<file path="config.mk">
export PLATFORM = sky130hd
export DESIGN_NAME = opcode_deserializer
export DESIGN_NICKNAME = d
export VERILOG_FILES = /design/src/rtl/opcode_deserializer_pkg.sv /design/src/rtl/opcode_out_reg.sv /design/src/rtl/opcode_deserializer.sv
export SDC_FILE = /design/constraint.sdc
export NUM_CORES = 1
export LEC_CHECK = 0
export ABC_AREA = 1
export BUFFER_PORTS_ARGS = -buffer_cell sky130_fd_sc_hd__buf_2
export CORE_ASPECT_RATIO = 0.8
export CORE_MARGIN = 8
export CORE_UTILIZATION = 30
export CTS_BUF_LIST = sky130_fd_sc_hd__clkbuf_16
export CTS_CLUSTER_SIZE = 14
export DETAILED_ROUTE_END_ITERATION = 10
export GPL_TIMING_DRIVEN = 0
export PLACE_DENSITY = 0.44
export SYNTH_ARGS = -nofsm -noshare
export SYNTH_HDL_FRONTEND = slang
export SYNTH_SLANG_ARGS = --single-unit
</file>
<file path="constraint.sdc">
create_clock -name clk -period 3.2 [get_ports clk]
set_clock_uncertainty 0.15 [all_clocks]
set_input_delay 0.64 -clock clk [delete_from_list [all_inputs] [get_ports clk]]
set_output_delay 0.64 -clock clk [all_outputs]
set_load 0.05 [all_outputs]
</file>
<file path="src/rtl/opcode_deserializer_pkg.sv">
// Shared opcode definitions: op values, wire byte width, deserializer FSM states
// and the op validity rule.
package opcode_deserializer_pkg;

    localparam int BYTE_BITS = 8;

    typedef enum logic [BYTE_BITS-1:0] {
        OP_G00     = 8'd0,
        OP_G01     = 8'd1,
        OP_G02     = 8'd2,
        OP_G03     = 8'd3,
        OP_INVALID = 8'd255
    } opcode_t;

    typedef enum logic [1:0] {
        S_OP,
        S_ARG,
        S_FLAGS
    } state_t;

    function automatic logic is_valid_op(input logic [BYTE_BITS-1:0] op);
        return (op == OP_G00) || (op == OP_G01) || (op == OP_G02) || (op == OP_G03);
    endfunction

endpackage

</file>
<file path="src/rtl/opcode_out_reg.sv">
// Output holding register with valid/ready handshake for one assembled opcode word.
// can_load tells the producer a new word may be written this cycle without loss.
module opcode_out_reg #(
    parameter int WIDTH = 64
) (
    input  logic             clk,
    input  logic             reset,
    input  logic             load,
    input  logic [WIDTH-1:0] load_data,
    input  logic             out_ready,
    output logic             can_load,
    output logic [WIDTH-1:0] out_data,
    output logic             out_valid
);

    assign can_load = !out_valid || out_ready;

    // NOTE: sequential state uses non-blocking assignments so every register
    // samples pre-edge values regardless of statement order.
    always_ff @(posedge clk or negedge reset) begin
        if (!reset) begin
            out_valid <= 1'b0;
            out_data  <= '0;
        end else if (load) begin
            out_valid <= 1'b1;
            out_data  <= load_data;
        end else if (out_ready) begin
            out_valid <= 1'b0;
        end
    end

endmodule

</file>
<file path="src/rtl/opcode_deserializer.sv">
// Assembles a byte stream (op, little-endian args, flags) into one opcode word,
// substituting OP_INVALID for unknown ops and counting such frames.
module opcode_deserializer
    import opcode_deserializer_pkg::*;
#(
    parameter int NUM_ARGS  = 4,
    parameter int ARG_BITS  = 12,
    parameter int OP_BITS   = 8,
    parameter int FLAG_BITS = 8
) (
    input  logic                         clk,
    input  logic                         reset,
    input  logic [7:0]                   in_data,
    input  logic                         in_valid,
    output logic                         in_ready,
    input  logic                         flush,
    output logic [OP_BITS-1:0]           out_op,
    output logic [NUM_ARGS*ARG_BITS-1:0] out_args,
    output logic [FLAG_BITS-1:0]         out_flags,
    output logic                         out_valid,
    input  logic                         out_ready,
    output logic [7:0]                   err_count
);

    localparam int BPA       = (ARG_BITS + BYTE_BITS - 1) / BYTE_BITS;
    localparam int RAW_BITS  = NUM_ARGS * BPA * BYTE_BITS;
    localparam int ARGS_BITS = NUM_ARGS * ARG_BITS;
    localparam int WORD_BITS = OP_BITS + ARGS_BITS + FLAG_BITS;
    localparam int BIDX_W    = $clog2(BPA + 1);
    localparam int AIDX_W    = $clog2(NUM_ARGS + 1);
    localparam int POS_W     = $clog2(NUM_ARGS * BPA + 1);

    state_t               state;
    logic [BIDX_W-1:0]    byte_idx;
    logic [AIDX_W-1:0]    arg_idx;
    logic [OP_BITS-1:0]   op_q;
    logic [RAW_BITS-1:0]  raw_q;
    logic                 accept;
    logic                 load;
    logic                 can_load;
    logic                 op_ok;
    logic [POS_W-1:0]     pos;
    logic [ARGS_BITS-1:0] args_w;
    logic [OP_BITS-1:0]   op_w;
    logic [WORD_BITS-1:0] word_w;
    logic [WORD_BITS-1:0] word_q;

    // Gated by reset directly so the stream is stalled for the whole reset window.
    assign in_ready = reset && !flush && ((state != S_FLAGS) || can_load);
    assign accept   = in_valid && in_ready;
    assign load     = accept && (state == S_FLAGS);
    assign pos      = POS_W'(arg_idx) * POS_W'(BPA) + POS_W'(byte_idx);
    assign op_ok    = is_valid_op(op_q);
    assign op_w     = op_ok ? op_q : OP_BITS'(OP_INVALID);
    assign word_w   = {FLAG_BITS'(in_data), args_w, op_w};

    // NOTE: every always_comb output gets a default first so no latch is inferred.
    always_comb begin
        args_w = '0;
        for (int i = 0; i < NUM_ARGS; i++) begin
            args_w[i*ARG_BITS +: ARG_BITS] = raw_q[i*BPA*BYTE_BITS +: ARG_BITS];
        end
    end

    // NOTE: the partial-frame registers are reset too, because a reset or flush
    // must leave no stale op/arg bytes behind.
    always_ff @(posedge clk or negedge reset) begin
        if (!reset) begin
            state    <= S_OP;
            byte_idx <= '0;
            arg_idx  <= '0;
            op_q     <= '0;
            raw_q    <= '0;
        end else if (flush) begin
            state    <= S_OP;
            byte_idx <= '0;
            arg_idx  <= '0;
            op_q     <= '0;
            raw_q    <= '0;
        end else if (accept) begin
            case (state)
                S_OP: begin
                    op_q  <= OP_BITS'(in_data);
                    state <= S_ARG;
                end
                S_ARG: begin
                    raw_q[pos*BYTE_BITS +: BYTE_BITS] <= in_data;
                    if (byte_idx == BIDX_W'(BPA - 1)) begin
                        byte_idx <= '0;
                        if (arg_idx == AIDX_W'(NUM_ARGS - 1)) begin
                            arg_idx <= '0;
                            state   <= S_FLAGS;
                        end else begin
                            arg_idx <= arg_idx + 1'b1;
                        end
                    end else begin
                        byte_idx <= byte_idx + 1'b1;
                    end
                end
                S_FLAGS: state <= S_OP;
                default: state <= S_OP;
            endcase
        end
    end

    always_ff @(posedge clk or negedge reset) begin
        if (!reset) begin
            err_count <= '0;
        end else if (load && !op_ok && (err_count != 8'hFF)) begin
            err_count <= err_count + 8'd1;
        end
    end

    opcode_out_reg #(
        .WIDTH(WORD_BITS)
    ) u_out_reg (
        .clk       (clk),
        .reset     (reset),
        .load      (load),
        .load_data (word_w),
        .out_ready (out_ready),
        .can_load  (can_load),
        .out_data  (word_q),
        .out_valid (out_valid)
    );

    assign out_op    = word_q[OP_BITS-1:0];
    assign out_args  = word_q[OP_BITS +: ARGS_BITS];
    assign out_flags = word_q[WORD_BITS-1 -: FLAG_BITS];

endmodule
</file>
==> results.ini <==
[yosys]
synth_compound_area_frac = 0.0463
synth_xor_area_frac = 0.0116
synth_top_family_by_area = simple AND/OR/NAND/NOR gates
syn_nets = 693
yosysWarnings = 0
yosys.area_share.simple = 0.301
seq_area_frac_synth = 0.575
synthAdderAreaFrac = 0.0127
syn_area_per_cell_um2 = 8.79
synth_mux_area_frac = 0
syn_inst = 674
synthesis.area_um2 = 5920
ys_types = 34
synth-seq-cells = 136

[routing]
routed-via-count = 4943
drc = 0
vias_per_cell = 4.68
m1WireLength_um = 8230
dr_wl_met3_um = 817
routedWlPerCell_um = 16.0
routed.top_layer = met4
finalWirelength_um = 16900
first_pass_iters = 5
drt_iter0_markers = 389
routed-wl-met2_um = 7560
postRouteAntennaNets = 0

[finish]
antennaDiodeCount = 0
drive_gt1_frac = 0.211
final_cells = 1056
area_growth_pct = 23.0
nFillCells = 2052
layout.nets = 798

[worst_setup_path]
crit_family = buffers and inverters
cp.required_ns = 2.41
crit_arrival_ns = 2.13
crit_start = reset
path_max_fanout = 70
max_stage_delay_ns = 0.47
cp_num_buf_inv = 3
crit_chain = buf_6 -> buf_16 -> nand2_1 -> nor2_4 -> buf_2
cp-end-kind = output port
r2r-start = byte_idx[1]
worstSetupStartpointType = input pin
cp_slowest_cell = buf_6
setup.worst_path.class = input pin to output port

[job]
cap_violations = 0

[timing]
period_minus_slack_ns = 2.92
rsz0062_at_grt = false
slew_violations = 0
setup_viol = 0
slew_headroom = 0.557
clock.fmax_mhz = 343
hold_viol = 0
fin_crit_sh = 0.912
worst_pin_slew_ns = 0.664
hold_slack_ns = 0.0712

[global_routing]
overflow = 0
antenna_found_initial = 0
grt_pass1_wl_um = 27800
grt_pass1_vias = 4966
grt_usage = 0.143
grt_max_degree = 71

[status]
outcome = finished clean

[placement]
globalplace.congestion = 0.845
dp.final_hpwl_um = 12700
dp.cells = 1024
port_buffers = 85

[clocking]
cts_hold_buf = 0
cts_buffer_depth = 2
cts_max_level = 4
clock_sinks = 136
tritoncts = done
cts_inserted_buffers = 17
ctsResizeCount = 0
cts_root_buf = clkbuf_16
clkSlewWorstSetupHoldPaths_ns = 0.06
postCtsSetupBuffers = 0
clk_latency_ns = 0.42

[die]
initial_utilization = 0.303
die_area_um2 = 24500
fp.dieW_um = 173
die_h_um = 142
num_io_pins = 87
core-area_um2 = 19600
rows = 46

[power]
ir_drop_uv = 256
total_power_mw = 4.45
power.density_nw_per_um2 = 611
p_leak_nw = 3.93

[hold_path]
holdCritPathClass = input pin to async pin

[power by group]
group | switching [mW] | internal, mW
sequential | 0.0559 | 1.81
clock | 0.779 | 1.15
combinational | 0.519 | 0.138
total | 1.35 | 3.10
[placed cells by master (no fill, tap or decap), types with 5 or more instances in the layout]
cell,instances
ha_1,6
buf_4,5
inv_2,6
nor3_1,15
nor2_4,5
clkbuf_16,17
inv_1,47
o21ai_0,20
o21ai_1,9
nand3_1,73
dfrtp_1,136
nand2_1,255
nor2_2,5
buf_2,97
o22ai_1,13
nor2_1,27
nand4_1,6
[final cells by class]
cell class,count,area [um^2],share of cell area
Sequential cell,136,3400,0.467
Multi-Input combinational cell,463,2200,0.302
Timing Repair Buffer,86,459,0.0630
Clock buffer,17,425,0.0584
Tap cell,264,330,0.0453
Inverter,53,201,0.0276
Clock inverter,15,150,0.0206
Buffer,22,118,0.0161
[logic make-up after synthesis]
| family | after synthesis |
|---|---|
| compound gates | 49 |
| simple gates | 401 |
| xor+xnor | 7 |
| fa+ha+maj | 6 |
| buf+inv | 75 |
| flops | 136 |
[worst reg2reg max path, cell delays in order (launching register included)]
cell     delay [ns]
dfrtp_1        0.41
ha_1           0.22
ha_1           0.36
inv_1          0.05
nand2_1        0.06
nor2_1         0.06
ha_1           0.31
inv_1          0.10
nor2_4         0.20
inv_2          0.10
nor3_4         0.34
nand2_2        0.19
nand3_1        0.11
nand2_1        0.05
[through the flow]
stage | worst slack (ns) | area (um^2) | util | TNS [ns]
global placement | -1.56 | 6680 | 0.341 | -270.00
floorplan | 0.705 | 5920 | - | 0
detailed placement | 0.125 | 6710 | 0.343 | 0
global route | 0.0673 | 7290 | 0.372 | 0
finish | 0.281 | 7290 | 0.372 | 0
CTS | 0.195 | 7290 | 0.372 | 0
[sequential cells by signal, indices dropped and copies added, names as in the netlist]
signal	flops
u_out_reg.out_data	64
op_q	8
err_count	8
raw_q	48
state	2
byte_idx	2
u_out_reg.out_valid	1
arg_idx	3
[metal layers]
| layer | vias to the layer above | GRT usage |
|---|---|---|
| li1 | 2385 | - |
| met3 | 25 | 0.0385 |
| met2 | 126 | 0.215 |
| met5 | - | 0 |
| met1 | 2407 | 0.197 |
| met4 | 0 | 0.0480 |
[worst paths after layout]
kind                                               end  slack [ns]  cells past startpoint
min in group clk                   u_out_reg.out_valid        0.28                      2
worst max-delay path                          in_ready        0.28                      5
worst max register to register               raw_q[35]        0.36                     13
max in group asynchronous                    raw_q[35]        2.05                      2
worst min register to register  u_out_reg.out_data[43]        0.32                      2
worst min-delay path            u_out_reg.out_data[12]        0.07                      1
[synth_stat cells, drive strengths merged]
library cell / n / area share
inv: 53 / 0.034
o22ai: 13 / 0.014
xor2: 5 / 0.0087
xnor2: 2 / 0.0030
nor2: 37 / 0.032
clkbuf: 1 / 0.00063
a21oi: 3 / 0.0025
buf: 21 / 0.019
o21a: 1 / 0.0013
nor3: 17 / 0.018
nand3: 76 / 0.068
dfrtp: 136 / 0.57
ha: 6 / 0.013
nand3b: 1 / 0.0013
nand2: 261 / 0.17
nor4: 2 / 0.0021
nand4: 7 / 0.0099
o31ai: 1 / 0.0013
o21ai: 31 / 0.027
(Power assumes the default switching activity.)
